==> src/rtl/uart_io_nios2_qsys_oci_dct_ctrl.sv <==
// OCI data-capture-trace sequencer: packs 3-bit trace slots into a frame, writes
// full or flushed frames to trace memory, and runs the end-of-capture handshake.
module uart_io_nios2_qsys_oci_dct_ctrl #(
    parameter int SLOT_W    = 3,
    parameter int NUM_SLOTS = 10,
    parameter int CNT_W     = 4,
    parameter int TM_AW     = 7
) (
    input  logic                              clk,
    input  logic                              reset,
    input  logic                              trc_on,
    input  logic                              slot_valid,
    input  logic [SLOT_W-1:0]                 slot_data,
    output logic                              slot_ready,
    input  logic                              flush_req,
    input  logic                              end_req,
    output logic [SLOT_W*NUM_SLOTS-1:0]       dct_buffer,
    output logic [CNT_W-1:0]                  dct_count,
    output logic                              tm_wr_valid,
    output logic [CNT_W+SLOT_W*NUM_SLOTS-1:0] tm_wr_data,
    output logic [TM_AW-1:0]                  tm_wr_addr,
    input  logic                              tm_wr_ready,
    output logic                              tm_wrap,
    output logic                              test_ending,
    output logic                              test_has_ended,
    output logic [1:0]                        dbg_state
);

    localparam int BUF_W = SLOT_W * NUM_SLOTS;
    localparam logic [CNT_W-1:0] FULL_CNT = CNT_W'(NUM_SLOTS);

    typedef enum logic [1:0] {
        COLLECT = 2'd0,
        EMIT    = 2'd1,
        ENDED   = 2'd2
    } state_t;

    state_t           state_q;
    logic [BUF_W-1:0] buf_q;
    logic [CNT_W-1:0] cnt_q;
    logic [TM_AW-1:0] addr_q;
    logic             wrap_q;
    logic             end_pend_q;

    logic             accept;
    logic [BUF_W-1:0] buf_d;
    logic [CNT_W-1:0] cnt_d;

    // Both ports transfer on a cycle where valid & ready are high at the rising edge;
    // once tm_wr_valid is raised it, tm_wr_data and tm_wr_addr hold until that transfer.
    assign slot_ready = ~reset & (state_q == COLLECT) & trc_on & ~end_pend_q;
    assign accept     = slot_valid & slot_ready;
    assign buf_d      = accept ? {buf_q[BUF_W-SLOT_W-1:0], slot_data} : buf_q;
    assign cnt_d      = cnt_q + {{(CNT_W-1){1'b0}}, accept};

    always_ff @(posedge clk or posedge reset) begin
        if (reset) begin
            state_q    <= COLLECT;
            buf_q      <= '0;
            cnt_q      <= '0;
            addr_q     <= '0;
            wrap_q     <= 1'b0;
            end_pend_q <= 1'b0;
        end else begin
            if (end_req && state_q != ENDED) end_pend_q <= 1'b1;
            case (state_q)
                COLLECT: begin
                    buf_q <= buf_d;
                    cnt_q <= cnt_d;
                    // The count checked includes a slot accepted in this same cycle.
                    if ((accept && cnt_d == FULL_CNT) || (flush_req && cnt_d != '0))
                        state_q <= EMIT;
                    else if (end_pend_q)
                        state_q <= (cnt_d != '0) ? EMIT : ENDED;
                end
                EMIT: begin
                    if (tm_wr_ready) begin
                        buf_q  <= '0;
                        cnt_q  <= '0;
                        addr_q <= addr_q + TM_AW'(1);
                        if (addr_q == '1) wrap_q <= 1'b1;
                        state_q <= end_pend_q ? ENDED : COLLECT;
                    end
                end
                ENDED:   state_q <= ENDED;
                default: state_q <= COLLECT;
            endcase
        end
    end

    assign dct_buffer     = buf_q;
    assign dct_count      = cnt_q;
    assign tm_wr_valid    = (state_q == EMIT);
    assign tm_wr_data     = {cnt_q, buf_q};
    assign tm_wr_addr     = addr_q;
    assign tm_wrap        = wrap_q;
    assign test_ending    = end_pend_q;
    assign test_has_ended = (state_q == ENDED);
    assign dbg_state      = state_q;

endmodule

==> config.mk <==
export PLATFORM = sky130hd
export DESIGN_NAME = uart_io_nios2_qsys_oci_dct_ctrl
export DESIGN_NICKNAME = d
export VERILOG_FILES = /design/src/rtl/uart_io_nios2_qsys_oci_dct_ctrl.sv
export SDC_FILE = /design/constraint.sdc
export NUM_CORES = 1
export LEC_CHECK = 0
export BUFFER_PORTS_ARGS = -buffer_cell sky130_fd_sc_hd__buf_2
export CAP_MARGIN = 20
export CORE_MARGIN = 2
export CORE_UTILIZATION = 40
export DETAILED_ROUTE_END_ITERATION = 12
export PLACE_DENSITY_LB_ADDON = 0.3
export SETUP_SLACK_MARGIN = 0.02
export SYNTH_ARGS = -nofsm -noshare
export SYNTH_HDL_FRONTEND = slang
export SYNTH_SLANG_ARGS = --single-unit
==> constraint.sdc <==
create_clock -name clk -period 3.85 [get_ports clk]
set_input_delay 0.385 -clock clk [delete_from_list [all_inputs] [get_ports clk]]
set_output_delay 0.385 -clock clk [all_outputs]
set_load 0.01 [all_outputs]
Word level (Yosys, flattened, before mapping)

Index checks and enable logic that the tools add are counted.

Register bits: 45
Input port bits: 10
Output and inout port bits: 82
Word-level logic and storage cells: 45

Add/subtract/negate cells: 2
Equal/unequal tests: 8
Mux-type cells: 11
Bitwise operators: 6
Reductions and logical operators: 12

Operator list:

| operator                                                                | number |
|---|---|
| 30-bit 2-to-1 mux                                                       | 2 |
| 30-bit one-hot mux with 2 select lines                                  | 1 |
| 2-bit 2-to-1 mux                                                        | 5 |
| 4-bit one-hot mux with 2 select lines                                   | 1 |
| 7-bit by 1-bit adder with 7-bit output, second input constant           | 1 |
| 7-bit equality test, second input constant                              | 1 |
| 2-bit one-hot mux with 3 select lines                                   | 1 |
| 2-bit AND reduction                                                     | 3 |
| 3-bit AND reduction                                                     | 2 |
| 4-bit by 1-bit adder with 4-bit output                                  | 1 |
| 1-bit AND                                                               | 4 |
| 4-bit equality test, second input constant                              | 1 |
| 4-bit 2-to-1 mux                                                        | 1 |
| 2-bit inequality test, second input constant                            | 2 |
| 4-bit nonzero test                                                      | 1 |
| 1-bit logical AND                                                       | 3 |
| 3-bit by 2-bit inequality test with 1-bit output, second input constant | 1 |
| 2-bit by 1-bit equality test with 1-bit output, second input constant   | 1 |
| 2-bit equality test, second input constant                              | 1 |
| 2-bit zero test                                                         | 1 |
| 2-bit by 1-bit inequality test with 1-bit output, second input constant | 1 |
| 1-bit inverter                                                          | 2 |
| 2-bit nonzero test                                                      | 1 |
| 1-bit logical OR                                                        | 1 |

Depth between registers and ports, before layout

Gate-level depths: netlist of the first run.

Word-level depth: 11
Mapped depth: 11
Gate-level depth less buffers: 9

Least setup slack after synthesis of the first run

No wires, ideal clock.

Path kind: register to register
From: register state_q[0], in the netlist dbg_state[0]
To: register state_q[0], in the netlist dbg_state[0]
Setup time: 0.122 ns
Arrival time: 2.726 ns
Data required time: 3.728 ns
Path slack: 1.002 ns
Cell stages (with the launch flop): 12
Buffers on the path: 2
Period minus slack after synthesis: 2.848 ns
Cell sequence: dfrtp_1 > buf_2 > or3_4 > nor3_4 > clkbuf_1 > ha_1 > ha_1 > nor2b_1 > nor3_1 > a31o_1 > a211oi_1 > a2111oi_1

Longest elaborated chain between the ends: 11
Elaborated cells between the ends (all ways): 20
Those cells by class: add/sub (1); eq/ne (5); mux (4); bitwise (4); reduce/logical (6)

Ends and longest elaborated chain:

| element                                                                              | RTL line | source |
|---|---|---|
| start: declaration                                                                   | 38       | `state_t state_q;` |
| start signal: assignment                                                             | 74       | `state_q <= (cnt_d != '0) ? EMIT : ENDED;` |
| start signal: assignment                                                             | 82       | `state_q <= end_pend_q ? ENDED : COLLECT;` |
| 2-bit zero test                                                                      | 51, 66   |  |
| 1-bit AND (3 in a row)                                                               | 51       | `assign slot_ready = ~reset & (state_q == COLLECT) & trc_on & ~end_pend_q;` |
| 1-bit AND                                                                            | 52       | `assign accept = slot_valid & slot_ready;` |
| 4-bit by 1-bit adder with 4-bit output                                               | 54       | `assign cnt_d = cnt_q + {{(CNT_W-1){1'b0}}, accept};` |
| 4-bit nonzero test or 4-bit equality test (tied branches)                            | 71, 74   |  |
| 2-bit 2-to-1 mux or 1-bit logical AND (tied branches)                                | 74, 71   |  |
| 2-bit 2-to-1 mux or 1-bit logical OR (tied branches)                                 | 73, 71   |  |
| 2-bit 2-to-1 mux or 3-bit by 2-bit inequality test with 1-bit output (tied branches) | -        |  |
| 2-bit one-hot mux with 3 select lines or 2-bit AND reduction (tied branches)         | -        |  |

Parallel ways exist; a longest one is shown, timed or not. The select of a mux whose other input is x is not followed.
A chain may end at the register's enable or synchronous reset.

Worst setup path in the final report of the first run

Same ends and word-level chain as after synthesis.

==> results.md, run 1 <==
- Grt met3 use: 2.79%
- Switching share of power: 32.2%
- Layout Skew: 0.0112 ns
- Hold Crit Class: primary input to flip-flop
- Die area: 0.00604 mm2
- Clock power frac: 26.0%
- Status: finished, final reports clean
- Netlist Area Pre-Place: 0.00217 mm2
- Final setup viols: 0
- CTS tree: done
- Final Instance Area: 0.00255 mm2
- TNS Setup: 0 ns
- #FFs+latches synth: 45
- Crit Path Max Fanout: 11
- Final WL: 4230 um
- Cell row count: 26
- Relative slew margins: 38.5%
- Post-CTS Repair Setup Buffers: 0
- Starting Density: 42.0%
- Top-level I/O count: 92
- Core ar.: 0.00517 mm2
- GR Layer Usage met1: 19.0%
- Req. time, crit path: 4.00 ns
- Lkg Pwr: 0.00141 uW
- Maxcap violations: 0
- Arr. time, crit path: 2.75 ns
- Fin. max-slew vios: 0
- Cell-internal power: 772 uW
- Layout cell share with drive strength beyond 1: 35.7%
- Vias: 1702
- Tightest Pin Transition: 0.921 ns
- Fin crit period: 2.60 ns
- Total grt overflow: 0
- Final hold violations: 0
- Syn nets: 250
- Met2 Track Usage GR: 24.2%
- Switching power: 366 uW
- # port buffers: 91
- Number of global-route vias before repair: 1522
- Fmax: 385 MHz
- Final period utilization: 67.5%
- Hold_buf cts: 0
- Num CTS Buffers: 5
- Seq/Total Area, Yosys: 51.8%
- Clock Latency Late Sink: 0.29 ns
- Clock transition at the registers of the reported paths: 0.09 ns
- Post-route DRC: 0
- Peak supply drop: 0.000178 V
- # fillers: 507
- H-tree lvl count: 2
- Initial antenna violation count: 0
- RSZ-0062 raised after global routing: no
- Largest net degree at the start of global routing: 62
- DR WL/cell: 11.6 um
- Syn avg cell area: 9.17 um2
- # resized after CTS: 0
- Area Growth Syn to Fin: 17.5%
- Netlist cell types: 29
- GRT Resource Usage Total: 14.6%
- Crit path kind: flip-flop to flip-flop
- CP Capture Type: flip-flop
- Finished Core Util: 49.4%
- First-pass GRT wire length: 7110 um
- Final Total Pwr: 1140 uW
- Flop pwr share: 50.0%
- Die W: 77.7 um
- Clk sinks: 45
- Yosys warns: 0
- Clock root buffer: clkbuf_8
- DR pass1 iterations: 4
- Routability cong.: 0.904
- Mapped Cells: 237
- CTS Buffer Depth: 2
- Logic pwr share: 23.9%
- CP startpoint kind: flip-flop
- Hpwl dp: 2900 um
- Antenna diode count: 0
- Nets@finish: 306
- DR iter-0 viols: 89
- Placement Cell Area: 0.00243 mm2
- Height of the die: 77.7 um
- Antenna Violating Nets Remaining: 0
- Vias per cell: 4.68
- Grt peak-use layer: met2
- Power Density: 446 mW/mm2
[per-stage QoR]
stage,setup slack (ns),cells,hold WS (ns)
after global placement,1.40,355,0.439
after global routing,1.06,364,0.308
final,1.25,364,0.294
after detailed placement,1.27,355,0.450
after floorplan,1.00,237,0.485
after CTS,1.25,363,0.285
[cell usage in the layout, fill, tap and decap left out, types with 2 or more instances in the layout]
| cell | count |
|---|---|
| buf_2 | 91 |
| nand2_1 | 72 |
| dfrtp_1 | 45 |
| o21ai_0 | 34 |
| xnor2_1 | 6 |
| clkbuf_8 | 6 |
| nor2_1 | 4 |
| nor2b_1 | 3 |
| ha_1 | 3 |
| nand4_1 | 2 |
| xor2_1 | 2 |
| inv_1 | 2 |
| a21o_1 | 2 |
| a21oi_1 | 2 |
| a22o_1 | 2 |
[layer usage]
layer | routed length [um] | vias to the layer above
met5 | 0 | -
met4 | 57 | 0
met3 | 204 | 5
met2 | 2050 | 53
met1 | 1920 | 798
li1 | - | 846
[cell usage after synthesis]
cell type	n	area, um2
nor3_4	1	16.3
a31o_1	1	8.76
nor2b_1	3	18.8
dfrtp_1	45	1130
nand4_1	2	12.5
a22o_1	2	17.5
xnor2_1	6	52.6
a2111oi_1	1	10.0
clkbuf_1	9	33.8
nor3_1	1	5.00
nand3b_1	1	7.51
ha_1	3	37.5
a21oi_1	2	10.0
a21o_1	2	15.0
nand2b_1	1	6.26
a21boi_0	1	7.51
or3_4	1	11.3
o21ai_0	34	170
buf_4	34	255
inv_1	3	11.3
nor2_1	4	15.0
or2_2	1	6.26
a211oi_1	1	7.51
nand3_1	1	5.00
and2_1	1	6.26
nor3b_1	1	7.51
xor2_1	2	17.5
buf_2	1	5.00
nand2_1	72	270
[state kept, by name, summed over array words and instances (netlist names)]
| name | flops |
|---|---|
| tm_wrap | 1 |
| tm_wr_addr | 7 |
| dct_buffer | 30 |
| dbg_state | 2 |
| dct_count | 4 |
| test_ending | 1 |
[final timing paths]
path | from | to | cells after the start | slack [ns]
worst min register to register | tm_wrap | tm_wrap | 1 | 0.47
worst max register to register | dbg_state[0] | dbg_state[0] | 9 | 1.25
worst max-delay path | dbg_state[0] | dbg_state[0] | 9 | 1.25
min in group asynchronous | reset | dct_buffer[2] | 2 | 0.33
worst min-delay path | slot_data[2] | dct_buffer[2] | 3 | 0.29
max in group asynchronous | reset | tm_wr_addr[6] | 2 | 2.94
[logic make-up (layout without fill, tap and decap cells)]
family,Yosys count,in the layout,share of synthesized area [%]
adder cells (fa/ha/maj),3,3,1.73
AO/OA/AOI/OAI,44,44,11.3
XOR/XNOR,8,8,3.22
flip-flops,45,45,51.8
buffers and inverters,47,104,14.0
AND/OR/NAND/NOR,90,90,17.8
[power groups by stage]
stage               sequential (uW)  clock (uW)  combinational (uW)
global route                    577         331                 305
floorplan                       581           0                 179
finish                          570         297                 272
CTS                             571         311                 264
global placement                576           0                 262
detailed placement              578           0                 263
[area by class of cell]
cell class	instances	area, um2	area share, %
inverter	3	11.3	0.441
sequential	45	1130	44.1
timing repair buffer	93	490	19.2
multi-input combinational	145	742	29.1
tap	70	87.6	3.43
clock buffer	6	82.6	3.23
clock inverter	2	13.8	0.539
[worst max-delay path: stages (launching register included)]
cell and delay (ns):
dfrtp_1 0.48, or3_4 0.44, nor3_4 0.19, ha_1 0.20, ha_1 0.16, nor2b_1 0.05, nor3_1 0.28, a31o_1 0.19
a211oi_1 0.08, a2111oi_1 0.39
No activity file was read; power rests on OpenSTA's default activity.
==> inputs of run 2 (changes only) <==
--- a/config.mk
+++ b/config.mk
@@ -5,6 +5,7 @@
 export SDC_FILE = /design/constraint.sdc
 export NUM_CORES = 1
 export LEC_CHECK = 0
+export ABC_AREA = 1
 export BUFFER_PORTS_ARGS = -buffer_cell sky130_fd_sc_hd__buf_2
 export CAP_MARGIN = 20
 export CORE_MARGIN = 2
==> constraint.sdc (replaced) <==
create_clock -name clk -period 2.4 [get_ports clk]
set_input_delay 0.24 -clock clk [delete_from_list [all_inputs] [get_ports clk]]
set_output_delay 0.24 -clock clk [all_outputs]
set_load 0.01 [all_outputs]
==> run 2 against run 1 <==
Utilization shrank 0.21 points; wire length shrank 0.66%; setup slack lost 0.95 ns; die area grew 0.66%; sequential share of layout area shrank 0.086 points; via count shrank 6.8%; highest routed layer unchanged.
==> results.md, run 2 <==
- Storage cell area: 0.00113 mm2 (unchanged)
- Num CTS Buffers: 5 (unchanged)
- CP startpoint kind: flip-flop (unchanged)
- Relative slew margins: 60.9% (was 38.5%)
- Syn avg cell area: 9.90 um2 (was 9.17 um2)
- Met2 Track Usage GR: 23.1% (was 24.2%)
- # port buffers: 91 (unchanged)
- Status: finished, final reports clean (unchanged)
- Largest net degree at the start of global routing: 46 (was 62)
- DR iter-0 viols: 47 (was 89)
- Core ar.: 0.00520 mm2 (was 0.00517 mm2)
- Clock transition at the registers of the reported paths: 0.09 ns (about the same)
- Crit Path Max Fanout: 5 (was 11)
- Seq/Total Area, Yosys: 51.5% (was 51.8%)
- Cell row count: 26 (unchanged)
- Vias: 1587 (was 1702)
- Syn nets: 234 (was 250)
- Die area: 0.00608 mm2 (was 0.00604 mm2)
- Antenna Violating Nets Remaining: 0 (unchanged)
- CTS tree: done (unchanged)
- Ys flop type: dfrtp_1 (unchanged)
- Layout cell share with drive strength beyond 1: 42.9% (was 35.7%)
- Final hold slack: 0.139 ns (was 0.294 ns)
- Final setup viols: 0 (unchanged)
- Cells after DPL: 344 (was 355)
- Height of the die: 78.0 um (was 77.7 um)
- Post-route DRC: 0 (unchanged)
- Most frequent cells in the layout: buf_2 (91), dfrtp_1 (45), inv_1 (38) (was buf_2 (91), nand2_1 (72), dfrtp_1 (45))
- Lkg Pwr: 0.00143 uW (was 0.00141 uW)
- Placement Cell Area: 0.00246 mm2 (was 0.00243 mm2)
- Routability cong.: 0.845 (was 0.904)
- Area Growth Syn to Fin: 16.9% (was 17.5%)
- Layout Skew: 0.00798 ns (was 0.0112 ns)
- Hold_buf cts: 0 (unchanged)
- Total grt overflow: 0 (unchanged)
- Post-CTS Repair Setup Buffers: 0 (unchanged)
- Final period utilization: 87.4% (was 67.5%)
- # fillers: 523 (was 507)
- CTS Buffer Depth: 2 (unchanged)
- GR Layer Usage met1: 19.5% (was 19.0%)
- Die W: 78.0 um (was 77.7 um)
- Fin. max-slew vios: 0 (unchanged)
- Hpwl dp: 3010 um (was 2900 um)
- CP Capture Type: flip-flop (unchanged)
- Nets@finish: 294 (was 306)
- Number of global-route vias before repair: 1526 (was 1522)
- Crit path kind: flip-flop to flip-flop (unchanged)
- Area of the multi-input gates: 612 um2 (was 742 um2)
- Peak supply drop: 0.000464 V (was 0.000178 V)
- Largest cells by area after synthesis: dfrtp_1 (51%), buf_4 (12%), o22ai_1 (7.4%) (was dfrtp_1 (52%), nand2_1 (12%), buf_4 (12%))
- RSZ-0062 raised after global routing: no (unchanged)
- Post-synth ARST share: 100% (unchanged)
- Maxcap violations: 0 (unchanged)
- Synth top cells by count: dfrtp_1 (45), inv_1 (40), buf_4 (34), o22ai_1 (26), nand2_1 (17) (was nand2_1 (72), dfrtp_1 (45), buf_4 (34), o21ai_0 (34), clkbuf_1 (9))
- Most common cell after layout, fill and taps aside: buf_2 (unchanged)
- Clock Latency Late Sink: 0.29 ns (about the same)
- Cell taking the most area after synthesis: dfrtp_1 (unchanged)
- # resized after CTS: 0 (unchanged)
- Clock root buffer: clkbuf_8 (unchanged)
- Grt peak-use layer: met2 (unchanged)
- First-pass GRT wire length: 7010 um (was 7110 um)
- Max reg flops: 30 (unchanged)
- Yosys warns: 0 (unchanged)
- Power Density: 1170 mW/mm2 (was 446 mW/mm2)
- Antenna diode count: 0 (unchanged)
- Fmax: 477 MHz (was 385 MHz)
- Top-level I/O count: 92 (unchanged)
- Starting Density: 42.0% (about the same)
- DR pass1 iterations: 4 (unchanged)
- Final Instance Area: 0.00256 mm2 (was 0.00255 mm2)
- Req. time, crit path: 2.59 ns (was 4.00 ns)
- Netlist Area Pre-Place: 0.00219 mm2 (was 0.00217 mm2)
- Hold Crit Class: primary input to async pin (was primary input to flip-flop)
- Fin crit period: 2.10 ns (was 2.60 ns)
- Grt met3 use: 3.60% (was 2.79%)
- Final hold violations: 0 (unchanged)
- Arr. time, crit path: 2.29 ns (was 2.75 ns)
- Netlist cell types: 27 (was 29)
- Initial antenna violation count: 0 (unchanged)
- Clk sinks: 45 (unchanged)
- H-tree lvl count: 2 (unchanged)
- GRT Resource Usage Total: 14.4% (was 14.6%)
- Post-synth top area share: 51.5% (was 51.8%)
- #FFs+latches synth: 45 (unchanged)
- Post-synth EDFFs: 0 (unchanged)
- DR WL/cell: 11.9 um (was 11.6 um)
- Vias per cell: 4.51 (was 4.68)
- Top-count cell post-synth: dfrtp_1 (was nand2_1)
- Post-route insts no fill: 352 (was 364)
- Tightest Pin Transition: 0.586 ns (was 0.921 ns)
- Final WL: 4210 um (was 4230 um)
- Mapped Cells: 221 (was 237)
==> run 2: final cells by class <==
class                           count  share of cell area [%]
Clock buffer                        6                    3.23
Clock inverter                      2                   0.538
Inverter                           42                    6.50
Multi-Input combinational cell     94                    23.9
Sequential cell                    45                    44.0
Tap cell                           70                    3.42
Timing Repair Buffer               93                    18.4
==> run 2: cell families after synthesis <==
| family | after synthesis | share of synthesized area (%) |
|---|---|---|
| simple gates | 45 | 11.2 |
| mux | 1 | 0.686 |
| fa+ha+maj | 3 | 1.72 |
| flops | 45 | 51.5 |
| xor+xnor | 6 | 2.40 |
| compound gates | 39 | 10.5 |
| buf+inv | 82 | 22.0 |
==> run 2: path summary, 6_finish.rpt <==
check | startpoint | endpoint | slack [ns] | cells past startpoint
max | dbg_state[1] | dbg_state[0] | 0.30 | 13
min | reset | dct_count[1] | 0.14 | 3
max in group asynchronous | reset | dbg_state[1] | 1.86 | 3
max reg2reg | dbg_state[1] | dbg_state[0] | 0.30 | 13
min reg2reg | tm_wrap | tm_wrap | 0.48 | 1
min in group clk | slot_data[2] | dct_buffer[2] | 0.16 | 3
==> run 2: routing by layer <==
metal / routed length, um / part of all wire (%)
met2: 1960 / 47
met1: 1900 / 45
met4: 46 / 1.1
met3: 302 / 7.2
met5: 0 / 0
==> run 2: stage by stage <==
stage | TNS, ns | setup WS [ns] | total power (uW) | utilization (%)
2_1_floorplan | -0.0845 | -0.0771 | 2260 | -
6_report | 0 | 0.303 | 2980 | 49.2
3_5_place_dp | 0 | 0.303 | 2530 | 47.3
5_1_grt | 0 | 0.0913 | 3220 | 49.2
3_3_place_gp | 0 | 0.385 | 2510 | 47.3
4_1_cts | 0 | 0.294 | 3030 | 49.2
==> run 2: power breakdown <==
group | leakage (uW) | switching, uW | total (uW) | internal [uW]
clock | 0.0000512 | 250 | 483 | 233
sequential | 0.000554 | 211 | 1250 | 1030
combinational | 0.000823 | 722 | 1250 | 531
==> run 2: worst max-delay path, stage by stage (launching register included) <==
cell and delay [ns]:
dfrtp_1 0.44, nor2_2 0.21, nand2_2 0.10, nor2_4 0.14
nand2_4 0.07, clkinv_4 0.06, ha_4 0.14, ha_4 0.20
inv_2 0.05, nand2_1 0.04, a21oi_1 0.11, nand2_1 0.10
a21oi_2 0.15, and2b_1 0.19
